[src/rtl/pwm_ctrl_pkg.sv]
// Shared types and default sizes for the PWM duty-cycle controller.
// The PWM generator imports the same package so both agree on duty width and range.
package pwm_ctrl_pkg;

    typedef enum logic [1:0] {
        ST_IDLE = 2'd0,
        ST_PEND = 2'd1,
        ST_RAMP = 2'd2
    } state_t;

    typedef enum logic [1:0] {
        STEP_NONE = 2'd0,
        STEP_UP   = 2'd1,
        STEP_DOWN = 2'd2
    } step_t;

    localparam int DEF_DUTY_W    = 4;
    localparam int DEF_DUTY_MAX  = 10;
    localparam int DEF_DUTY_INIT = 5;

endpackage

[src/rtl/pwm_period_divider.sv]
// Counts PWM period boundaries and strobes o_step on every RAMP_PERIODS-th one.
// The strobe is combinational so the caller can act on the same boundary edge.
module pwm_period_divider #(
    parameter int RAMP_PERIODS = 4
) (
    input  logic i_clk,
    input  logic i_rst,
    input  logic i_clr,
    input  logic i_en,
    input  logic i_period_end,
    output logic o_step
);

    localparam int CNT_W = (RAMP_PERIODS > 1) ? $clog2(RAMP_PERIODS) : 1;
    localparam logic [CNT_W-1:0] LAST = CNT_W'(RAMP_PERIODS - 1);

    logic [CNT_W-1:0] cnt;
    logic             hit;

    // A clear in the same cycle as a boundary wins: that boundary is not counted.
    assign hit    = i_en && i_period_end && !i_clr;
    assign o_step = hit && (cnt == LAST);

    always_ff @(posedge i_clk) begin
        if (i_rst || i_clr) begin
            cnt <= '0;
        end else if (hit) begin
            cnt <= (cnt == LAST) ? '0 : cnt + CNT_W'(1);
        end
    end

endmodule

[src/rtl/pwm_duty_ctrl.sv]
// Duty-cycle controller: arbitrates manual +/-1 requests and automatic ramps,
// committing every duty change on a PWM period boundary so the waveform never glitches.
module pwm_duty_ctrl
    import pwm_ctrl_pkg::*;
#(
    parameter int DUTY_W       = DEF_DUTY_W,
    parameter int DUTY_MAX     = DEF_DUTY_MAX,
    parameter int DUTY_INIT    = DEF_DUTY_INIT,
    parameter int RAMP_PERIODS = 4
) (
    input  logic              i_clk,
    input  logic              i_rst,
    input  logic              i_period_end,
    input  logic              i_inc_req,
    input  logic              i_dec_req,
    input  logic              i_ramp_start,
    input  logic [DUTY_W-1:0] i_ramp_target,
    input  logic              i_ramp_abort,
    output logic [DUTY_W-1:0] o_duty,
    output logic              o_ramp_busy,
    output logic              o_req_drop,
    output logic              o_sat
);

    localparam logic [DUTY_W-1:0] MAX_V  = DUTY_W'(DUTY_MAX);
    localparam logic [DUTY_W-1:0] INIT_V = DUTY_W'(DUTY_INIT);

    function automatic logic [DUTY_W-1:0] clamp_target(input logic [DUTY_W-1:0] t);
        return (t > MAX_V) ? MAX_V : t;
    endfunction

    // Result is {saturated, new_duty}; a clamped step leaves the duty untouched.
    function automatic logic [DUTY_W:0] apply_step(input logic [DUTY_W-1:0] d, input step_t s);
        logic [DUTY_W:0] r;
        r = {1'b0, d};
        case (s)
            STEP_UP:   r = (d >= MAX_V) ? {1'b1, d} : {1'b0, d + DUTY_W'(1)};
            STEP_DOWN: r = (d == '0)    ? {1'b1, d} : {1'b0, d - DUTY_W'(1)};
            default:   r = {1'b0, d};
        endcase
        return r;
    endfunction

    function automatic logic [DUTY_W-1:0] step_toward(input logic [DUTY_W-1:0] d,
                                                       input logic [DUTY_W-1:0] t);
        return (t > d) ? d + DUTY_W'(1) : d - DUTY_W'(1);
    endfunction

    state_t            state, state_nx;
    step_t             pend, pend_nx;
    logic [DUTY_W-1:0] duty, duty_nx;
    logic [DUTY_W-1:0] target, target_nx;
    logic [DUTY_W-1:0] tgt_clamped;
    logic [DUTY_W:0]   stepped;
    logic              busy, req_drop, sat;
    logic              drop_nx, sat_nx;
    logic              manual;
    step_t             manual_dir;
    logic              abort_hit;
    logic              div_clr;
    logic              ramp_step;

    assign manual      = i_inc_req ^ i_dec_req;
    assign manual_dir  = i_inc_req ? STEP_UP : STEP_DOWN;
    assign tgt_clamped = clamp_target(i_ramp_target);
    assign abort_hit   = i_ramp_abort && (state == ST_RAMP);
    assign stepped     = apply_step(duty, pend);
    assign div_clr     = i_ramp_start || i_ramp_abort || (state != ST_RAMP);

    pwm_period_divider #(
        .RAMP_PERIODS(RAMP_PERIODS)
    ) u_divider (
        .i_clk       (i_clk),
        .i_rst       (i_rst),
        .i_clr       (div_clr),
        .i_en        (state == ST_RAMP),
        .i_period_end(i_period_end),
        .o_step      (ramp_step)
    );

    always_comb begin
        state_nx  = state;
        pend_nx   = pend;
        duty_nx   = duty;
        target_nx = target;
        drop_nx   = 1'b0;
        sat_nx    = 1'b0;

        if (abort_hit) begin
            state_nx = ST_IDLE;
            pend_nx  = STEP_NONE;
        end else if (i_ramp_start) begin
            target_nx = tgt_clamped;
            pend_nx   = STEP_NONE;
            state_nx  = (tgt_clamped == duty) ? ST_IDLE : ST_RAMP;
        end else begin
            case (state)
                ST_IDLE: begin
                    if (manual) begin
                        state_nx = ST_PEND;
                        pend_nx  = manual_dir;
                    end
                end
                ST_PEND: begin
                    if (i_period_end) begin
                        // A request arriving on the boundary itself queues for the next period.
                        {sat_nx, duty_nx} = stepped;
                        state_nx = manual ? ST_PEND : ST_IDLE;
                        pend_nx  = manual ? manual_dir : STEP_NONE;
                    end else if (manual) begin
                        if (manual_dir == pend) begin
                            drop_nx = 1'b1;
                        end else begin
                            state_nx = ST_IDLE;
                            pend_nx  = STEP_NONE;
                        end
                    end
                end
                ST_RAMP: begin
                    drop_nx = i_inc_req || i_dec_req;
                    if (ramp_step) begin
                        duty_nx = step_toward(duty, target);
                        if (duty_nx == target) begin
                            state_nx = ST_IDLE;
                        end
                    end
                end
                default: begin
                    state_nx = ST_IDLE;
                    pend_nx  = STEP_NONE;
                end
            endcase
        end
    end

    always_ff @(posedge i_clk) begin
        if (i_rst) begin
            state    <= ST_IDLE;
            pend     <= STEP_NONE;
            duty     <= INIT_V;
            busy     <= 1'b0;
            req_drop <= 1'b0;
            sat      <= 1'b0;
        end else begin
            state    <= state_nx;
            pend     <= pend_nx;
            duty     <= duty_nx;
            busy     <= (state_nx == ST_RAMP);
            req_drop <= drop_nx;
            sat      <= sat_nx;
        end
    end

    // The ramp target is only consulted while ramping, so it needs no reset.
    always_ff @(posedge i_clk) begin
        target <= target_nx;
    end

    assign o_duty      = duty;
    assign o_ramp_busy = busy;
    assign o_req_drop  = req_drop;
    assign o_sat       = sat;

endmodule

[config.mk]
export PLATFORM = sky130hd
export DESIGN_NAME = pwm_duty_ctrl
export DESIGN_NICKNAME = d
export VERILOG_FILES = /design/src/rtl/pwm_ctrl_pkg.sv /design/src/rtl/pwm_period_divider.sv /design/src/rtl/pwm_duty_ctrl.sv
export SDC_FILE = /design/constraint.sdc
export NUM_CORES = 1
export LEC_CHECK = 0
export ABC_CLOCK_PERIOD_IN_PS = 4800
export CAP_MARGIN = 5
export CORE_MARGIN = 10
export CORE_UTILIZATION = 60
export CTS_CLUSTER_SIZE = 30
export DETAILED_ROUTE_END_ITERATION = 8
export PLACE_DENSITY = 0.89
export SETUP_SLACK_MARGIN = 0.5
export SLEW_MARGIN = 20
export SYNTH_ARGS = -nofsm -noshare
export SYNTH_HDL_FRONTEND = slang
export SYNTH_SLANG_ARGS = --single-unit
[constraint.sdc]
create_clock -name i_clk -period 4.8 [get_ports i_clk]
set_clock_uncertainty 0.2 [all_clocks]
set_input_delay 0.96 -clock i_clk [delete_from_list [all_inputs] [get_ports i_clk]]
set_output_delay 0.96 -clock i_clk [all_outputs]
set_load 0.05 [all_outputs]
==> results.py, run 1 <==
metrics = {
    "outcome": {
        "status": "finished, final reports clean",
    },
    "synthesis": {
        "ys.flop_type": "dfxtp_1",
        "ys_seq_area_share_pct": 25.8,
        "yosysWarningCount": 0,
        "syn-num-nets": 200,
        "synth_edf_count": 4,
        "yosysTopAreaCell": "dfxtp_1",
        "yosysTopAreaCellShare_pct": 17.6,
        "synth-async-reset-ratio_pct": 0,
        "avgSynthCellArea_sq_um": 8.63,
        "netlist_instances": 171,
        "ys_seq_elements": 17,
        "netlist-cell-type-count": 48,
        "syn_area_sq_um": 1480,
        "synth.top_cells.by_area": "dfxtp_1 18%, ha_1 15%, edfxtp_1 8.1%",
    },
    "setup_path": {
        "end_kind": "flip-flop",
        "worstPathArrival_ns": 3.26,
        "r2r_slack_ns": 1.54,
        "path_class": "flip-flop to flip-flop",
        "ff2ff_path_depth": 9,
        "cp_max_fo": 11,
        "cp-start-kind": "flip-flop",
        "worst_ep_required_time_ns": 4.80,
    },
    "sta": {
        "clock.fmax_mhz": 307,
        "min_period_over_period_pct": 67.9,
        "worstMarginPinSlew_ns": 0.517,
        "setup_violations": 0,
        "finalHoldViolCount": 0,
        "slew_headroom_pct": 65.5,
        "finalSetupTns_ns": 0,
        "grt_setup_unrepaired": "false",
        "layout_min_cycle_time_ns": 3.26,
        "drv_slew": 0,
        "finalWorstSetupSlack_ns": 1.54,
    },
    "placed_design": {
        "dp_slack_ns": 1.44,
        "gp_congestion": 0.906,
        "hpwl_um": 2660,
        "io_buffer_count": 17,
    },
    "clock_network": {
        "cts-root-buf": "clkbuf_4",
        "post_cts_buffers": 0,
        "insertion_delay_ns": 0.29,
        "h-tree-depth": 1,
        "cts_hold_buf": 0,
        "cts_sinks": 17,
        "post_cts_resized": 0,
        "clk_path_buf_depth": 2,
        "cts_tree": "yes",
        "clkTransAtPathRegs_ns": 0.10,
        "numCtsBuffers": 3,
    },
    "floorplanning": {
        "initial_core_util_pct": 64.8,
        "ios": 18,
        "die_h_um": 69.6,
        "fp.dieW_um": 69.6,
        "coreArea_sq_um": 2280,
        "dieArea_sq_um": 4840,
        "rows": 17,
    },
    "drt": {
        "first_pass_iters": 4,
        "vias": 1301,
        "remaining_drc_errors": 0,
        "antenna_left": 0,
        "routed_via_density": 6.14,
        "drtIter0Drc": 85,
        "wl_per_cell_um": 15.6,
        "routed_wl_um": 3320,
    },
    "cells_and_area": {
        "mostFrequentLayoutCell": "ha_1",
        "multi_input_comb_area_sq_um": 985,
        "fillers": 160,
        "drive_above_1_share_pct": 3.80,
        "area_growth_pct": 12.3,
        "layout_common_cells": "18 x ha_1, 17 x clkdlybuf4s50_1, 16 x inv_1, 14 x nand2_1, 13 x dfxtp_1",
        "regArea_sq_um": 380,
        "antenna_cells": 0,
        "final_nets": 214,
    },
    "hold_path": {
        "hold_class": "flip-flop to flip-flop",
        "min_path_cells": 2,
    },
    "pwr": {
        "p_leak_nw": 0.675,
        "power_density_nw_per_um2": 202,
        "peakVddDrop_uv": 187,
    },
    "grt": {
        "overflow": 0,
        "grt_pass1_wl_um": 5650,
        "antenna_found_initial": 0,
        "grt_max_degree": 16,
        "grt_pass1_vias": 1273,
        "track_usage_pct": 13.5,
    },
    "run": {
        "drv_cap": 0,
    },
}
## cell usage after synthesis, types with 2 or more instances
library cell	count
ha_1	18
inv_1	16
nand2_1	14
dfxtp_1	13
a21oi_1	10
nor2_1	10
o21ai_0	6
xnor2_1	6
nand3_1	5
nor2b_1	5
a211oi_1	4
a32oi_1	4
clkbuf_1	4
edfxtp_1	4
and2_1	3
and4_1	3
mux2i_1	3
o211ai_1	3
a21boi_0	2
and3_1	2
buf_6	2
nor3_1	2
nor3b_1	2
o221ai_1	2
o31ai_1	2
or4_1	2
xnor3_1	2
xor2_1	2
## path summary, 6_finish.rpt
check	start	endpoint
setup reg to reg	o_duty[1]$_SDFFE_PP0P_	o_ramp_busy$_SDFF_PP0_
setup / recovery	o_duty[1]$_SDFFE_PP0P_	o_ramp_busy$_SDFF_PP0_
hold / removal	u_divider.cnt[1]$_SDFFE_PP0P_	u_divider.cnt[1]$_SDFFE_PP0P_
hold reg to reg	u_divider.cnt[1]$_SDFFE_PP0P_	u_divider.cnt[1]$_SDFFE_PP0P_
## report_power, final
part,internal [mW],switching (mW)
Sequential,0.153,0.00762
Clock,0.0324,0.0442
Combinational,0.0431,0.0540
Total,0.229,0.106
## per-layer routing
metal / track usage, % / share of wire, % / vias up
met3: 3.28 / 8.0 / 8
met1: 15.8 / 43 / 599
met2: 22.4 / 47 / 51
li1: - / - / 643
met4: 6.21 / 1.9 / 0
met5: 0 / 0 / -
## flip-flops by register name, summed over array words and instances, names as in the netlist
name / count
o_duty: 4
u_divider.cnt: 2
o_req_drop: 1
o_sat: 1
pend: 2
target: 4
state: 2
o_ramp_busy: 1
## final cells by class
cell class,instances,area share (%)
Multi-Input combinational cell,130,59.4
Sequential cell,17,23.0
Timing Repair Buffer,17,10.3
Inverter,16,3.63
Tap cell,28,2.11
Clock buffer,4,1.59
## through the flow
stage / power [mW] / std cells / area [sq um] / hold WS, ns / util, %
global placement: 0.256 / 208 / 1630 / 0.284 / 71.6
floorplan: 0.231 / 171 / 1480 / 0.265 / -
detailed placement: 0.259 / 208 / 1630 / 0.311 / 71.6
finish: 0.335 / 212 / 1660 / 0.318 / 72.8
global route: 0.357 / 212 / 1660 / 0.376 / 72.8
CTS: 0.337 / 212 / 1660 / 0.335 / 72.8
## cells by family (layout without fill, tap and decap cells)
group / after synthesis / count (layout) / share of synthesized area [%]
flip-flops: 17 / 17 / 25.8
buffers and inverters: 24 / 37 / 7.46
AND/OR/NAND/NOR: 55 / 55 / 20.1
XOR/XNOR: 10 / 10 / 7.80
adder cells (fa/ha/maj): 18 / 18 / 15.3
multiplexers: 3 / 3 / 2.04
AO/OA/AOI/OAI: 44 / 44 / 21.5
## critical path, stage by stage, from the launching register on
cell and delay [ns]:
dfxtp_1 0.55, inv_1 0.21, ha_1 0.34, nor2b_1 0.15, o211ai_1 0.13, a21oi_4 0.23
xnor3_1 0.24, or4_1 0.42, or4_1 0.49, and4_1 0.21
Note: power is estimated with default switching activity, not from simulation.
==> inputs of run 2 (changes only) <==
ABC_CLOCK_PERIOD_IN_PS = 2900   (was 4800)
CORE_UTILIZATION = 50   (was 60)
PLACE_DENSITY = 0.8   (was 0.89)
clock period = 2.9 ns   (was 4.8 ns; I/O delays follow)
==> results.py, run 2 (synthesis results as in run 1) <==
metrics = {
    "outcome": {
        "status": "finished with violations",
        "violations": "negative setup slack",
    },
    "grt": {
        "top_usage_layer": "met2",
        "track_usage_pct": 14.1,
        "grt_max_degree": 15,
        "grtUsageMet2_pct": 25.6,
        "antenna_found_initial": 0,
        "grt_pass1_wl_um": 6330,
        "grtUsageMet1_pct": 15.9,
        "grt_pass1_vias": 1435,
        "overflow": 0,
        "grtUsageMet3_pct": 3.19,
    },
    "drt": {
        "antenna_left": 0,
        "routed_wl_um": 3790,
        "drtIter0Drc": 69,
        "remaining_drc_errors": 0,
        "vias": 1405,
        "routed_via_density": 5.95,
        "first_pass_iters": 4,
        "wl_per_cell_um": 16.0,
    },
    "sta": {
        "finalWorstSetupSlack_ns": -0.0254,
        "slew_headroom_pct": 66.4,
        "min_period_over_period_pct": 101,
        "layout_min_cycle_time_ns": 2.93,
        "drv_slew": 0,
        "finalHoldViolCount": 0,
        "setup_violations": 1,
        "clock.fmax_mhz": 342,
        "worstMarginPinSlew_ns": 0.503,
        "grt_setup_unrepaired": "true",
    },
    "clock_network": {
        "clk_path_buf_depth": 2,
        "numCtsBuffers": 3,
        "cts-root-buf": "clkbuf_4",
        "cts_hold_buf": 0,
        "clkTransAtPathRegs_ns": 0.10,
        "cts_tree": "yes",
        "insertion_delay_ns": 0.29,
        "cts_sinks": 17,
        "h-tree-depth": 1,
    },
    "cells_and_area": {
        "drive_above_1_share_pct": 21.5,
        "final_nets": 235,
        "antenna_cells": 0,
        "area_growth_pct": 30.4,
        "final_core_util_pct": 69.2,
        "layout_common_cells": "19 x buf_4, 16 x ha_1, 14 x inv_1, 14 x nand2_1, 13 x clkdlybuf4s50_1",
        "fillers": 221,
        "mostFrequentLayoutCell": "buf_4",
    },
    "pwr": {
        "internal_power_mw": 0.398,
        "clkPwrFrac_pct": 21.8,
        "sequentialPowerShare_pct": 44.7,
        "p_leak_nw": 0.803,
        "power_switching_mw": 0.188,
        "power_density_nw_per_um2": 305,
        "peakVddDrop_uv": 368,
        "switching_share_pct": 32.1,
        "comb_power_share_pct": 33.4,
    },
    "setup_path": {
        "path_common_cell": "and4_1",
        "path_class": "flip-flop to flip-flop",
        "slowest_stage": "or4_4",
        "cpLargestDelayFamily": "simple AND/OR/NAND/NOR gates",
        "cp_max_fo": 4,
        "worst_ep_required_time_ns": 2.90,
        "cp-start-kind": "flip-flop",
        "end_kind": "flip-flop",
        "worstPathArrival_ns": 2.93,
        "path_buf_inv": 0,
        "crit_path_cell_trace": "ha_1 -> and4_1 -> a21oi_4 -> mux2i_1 -> xnor3_1 -> or4_4 -> and4_1",
        "cpPeakStageDelay_ns": 0.56,
    },
    "floorplanning": {
        "coreArea_sq_um": 2780,
        "initial_core_util_pct": 53.0,
        "dieArea_sq_um": 5520,
        "fp.dieW_um": 74.3,
        "rows": 19,
        "die_h_um": 74.3,
        "ios": 18,
    },
    "run": {
        "drv_cap": 0,
    },
    "placed_design": {
        "gp_congestion": 0.888,
        "dp_slack_ns": -0.0185,
        "hpwl_um": 2830,
        "io_buffer_count": 17,
    },
    "hold_path": {
        "hold_class": "flip-flop to flip-flop",
    },
}
[run 2: routing by layer]
metal / part of all wire, % / routed length [um]
met1: 43 / 1610
met2: 52 / 1950
met3: 4.9 / 184
met4: 1.0 / 38
met5: 0 / 0
[run 2: final cells by class]
type	instances	area, sq um	share of cell area, %
multi-input combinational	130	1050	54.5
sequential	17	395	20.5
timing repair buffer	38	343	17.8
inverter	16	72.6	3.77
tap	31	38.8	2.02
clock buffer	4	26.3	1.37
[run 2: what timing repair did]
action	CTS	global route
gates cloned	0	0
pin swaps	11	1
resized for setup	12	3
setup endpoints to repair	10	8
buffers inserted	10	0
[run 2: path summary, 6_finish.rpt]
path / slack, ns / from / end / cells past startpoint
worst max-delay path: -0.03 / target[2]$_DFFE_PP_ / o_ramp_busy$_SDFF_PP0_ / 7
worst min-delay path: 0.32 / u_divider.cnt[1]$_SDFFE_PP0P_ / u_divider.cnt[1]$_SDFFE_PP0P_ / 2
worst max register to register: -0.03 / target[2]$_DFFE_PP_ / o_ramp_busy$_SDFF_PP0_ / 7
worst min register to register: 0.32 / u_divider.cnt[1]$_SDFFE_PP0P_ / u_divider.cnt[1]$_SDFFE_PP0P_ / 2
[run 2: power groups by stage]
stage / Clock [mW] / Combinational (mW) / Sequential, mW
6_report: 0.128 / 0.196 / 0.263
5_1_grt: 0.138 / 0.215 / 0.264
4_1_cts: 0.129 / 0.192 / 0.262
3_5_place_dp: 0 / 0.173 / 0.268
3_3_place_gp: 0 / 0.168 / 0.267
2_1_floorplan: 0 / 0.112 / 0.274
[run 2: through the flow]
stage | area, sq um | power, mW | TNS (ns) | hold slack [ns] | cells
6_report | 1920 | 0.587 | -0.0254 | 0.320 | 236
5_1_grt | 1920 | 0.616 | -0.149 | 0.361 | 236
3_3_place_gp | 1760 | 0.435 | 0 | 0.279 | 222
2_1_floorplan | 1550 | 0.386 | -0.0876 | 0.265 | 171
3_5_place_dp | 1760 | 0.441 | -0.0185 | 0.311 | 222
4_1_cts | 1910 | 0.584 | 0 | 0.334 | 236
[run 2: worst register-to-register path, cell delays in order (launching register included)]
cell	delay, ns
edfxtp_1	0.48
ha_1	0.34
and4_1	0.21
a21oi_4	0.18
mux2i_1	0.35
xnor3_1	0.32
or4_4	0.56
and4_1	0.20
==> inputs of run 3 (changes only) <==
CELL_PAD_IN_SITES_DETAIL_PLACEMENT = 1   (was default)
CELL_PAD_IN_SITES_GLOBAL_PLACEMENT = 1   (was default)
CORE_UTILIZATION = 38   (was 50)
==> results.py, run 3 (synthesis results as in run 1) <==
metrics = {
    "sta": {
        "finalWorstSetupSlack_ns": 0.0643,
        "grt_setup_unrepaired": "true",
        "worstMarginPinSlew_ns": 0.506,
        "layout_min_cycle_time_ns": 2.84,
        "slew_headroom_pct": 66.2,
        "finalHoldViolCount": 0,
        "clock.fmax_mhz": 353,
        "setup_violations": 0,
        "drv_slew": 0,
        "min_period_over_period_pct": 97.8,
    },
    "floorplanning": {
        "coreArea_sq_um": 3720,
        "dieArea_sq_um": 6770,
        "ios": 18,
        "initial_core_util_pct": 39.7,
        "rows": 22,
        "fp.dieW_um": 82.3,
        "die_h_um": 82.3,
    },
    "clock_network": {
        "clk_path_buf_depth": 2,
        "numCtsBuffers": 3,
        "cts-root-buf": "clkbuf_8",
        "insertion_delay_ns": 0.26,
        "cts_tree": "yes",
        "h-tree-depth": 1,
        "cts_sinks": 17,
        "clkTransAtPathRegs_ns": 0.07,
        "cts_hold_buf": 0,
    },
    "setup_path": {
        "cp-start-kind": "flip-flop",
        "crit_start": "target[1]$_DFFE_PP_",
        "end_kind": "flip-flop",
        "reg2reg_from": "target[1]$_DFFE_PP_",
        "worstPathArrival_ns": 2.78,
        "path_class": "flip-flop to flip-flop",
        "worst_ep_required_time_ns": 2.85,
        "cp_max_fo": 3,
    },
    "cells_and_area": {
        "mostFrequentLayoutCell": "buf_4",
        "fillers": 451,
        "antenna_cells": 0,
        "fin_cells": 250,
        "area_growth_pct": 31.9,
        "drive_above_1_share_pct": 22.3,
        "multi_input_comb_area_sq_um": 1070,
        "layout_common_cells": "17 x buf_4, 16 x ha_1, 14 x inv_1, 13 x nand2_1, 13 x clkdlybuf4s50_1",
        "regArea_sq_um": 395,
        "final_nets": 232,
        "final_core_util_pct": 52.4,
    },
    "grt": {
        "grt_pass1_vias": 1526,
        "overflow": 0,
        "grt_max_degree": 15,
        "antenna_found_initial": 0,
        "track_usage_pct": 14.1,
        "grt_pass1_wl_um": 7490,
    },
    "placed_design": {
        "dp_slack_ns": -0.0895,
        "gp_congestion": 0.902,
        "post-place-cells": 237,
        "hpwl_um": 3420,
        "io_buffer_count": 17,
    },
    "run": {
        "drv_cap": 0,
    },
    "pwr": {
        "power_density_nw_per_um2": 334,
        "peakVddDrop_uv": 312,
        "total_power_mw": 0.650,
        "p_leak_nw": 0.788,
    },
    "drt": {
        "dr_wl_met2_um": 2340,
        "routed_via_density": 5.61,
        "routed.top_layer": "met4",
        "vias": 1403,
        "remaining_drc_errors": 0,
        "antenna_left": 0,
        "drtIter0Drc": 76,
        "routed_wl_um": 4490,
        "first_pass_iters": 4,
        "wl_per_cell_um": 18.0,
        "wl_met3_um": 128,
        "wirelength_met1_um": 1960,
    },
    "hold_path": {
        "hold_start": "u_divider.cnt[1]$_SDFFE_PP0P_",
        "hold_class": "flip-flop to flip-flop",
    },
    "outcome": {
        "status": "finished, final reports clean",
    },
}
## run 3: layout make-up
type                    count  share of cell area [%]
inverters                  16                    3.60
multi-input cells         130                    54.9
repair buffers             35                    15.8
flip-flops and latches     17                    20.3
clock buffers               4                    2.32
well taps                  48                    3.09
## run 3: metrics by stage
stage          setup TNS [ns]  hold slack [ns]  instance area [sq um]
2_1_floorplan         -0.0876            0.265                   1550
3_3_place_gp         -0.00259            0.282                   1770
3_5_place_dp           -0.120            0.321                   1770
4_1_cts                     0            0.339                   1910
5_1_grt               -0.0619            0.357                   1950
6_report                    0            0.322                   1950
## run 3: worst paths after layout
| path | to | slack, ns | depth (start not counted) |
|---|---|---|---|
| hold / removal | u_divider.cnt[1]$_SDFFE_PP0P_ | 0.32 | 2 |
| setup / recovery | o_ramp_busy$_SDFF_PP0_ | 0.06 | 8 |
| setup reg to reg | o_ramp_busy$_SDFF_PP0_ | 0.06 | 8 |
| hold reg to reg | u_divider.cnt[1]$_SDFFE_PP0P_ | 0.32 | 2 |
## run 3: routing by layer
metal / global-route usage, % / vias to the layer above
met5: 0 / -
met4: 3.91 / 0
met3: 2.27 / 7
met2: 25.7 / 21
met1: 16.5 / 697
li1: - / 678
## run 3: timing repair
item                                    CTS  global route
hold endpoints to repair                  0             0
pin swaps                                 8             2
buffers inserted                          7             2
endpoints found under the setup margin   10             9
resized for setup                        15             6
## run 3: worst max-delay path: stages (launching register included)
cell and delay [ns]:
edfxtp_1 0.44, ha_4 0.30, nor2b_4 0.12, o211ai_1 0.12
a21oi_4 0.21, mux2i_2 0.29, xnor3_1 0.28, or4_4 0.56
and4_1 0.22
## run 3: report_power, final
group | switching, mW | total (mW) | internal (mW)
Combinational | 0.110 | 0.205 | 0.0945
Clock | 0.0856 | 0.183 | 0.0977
Sequential | 0.0107 | 0.262 | 0.251
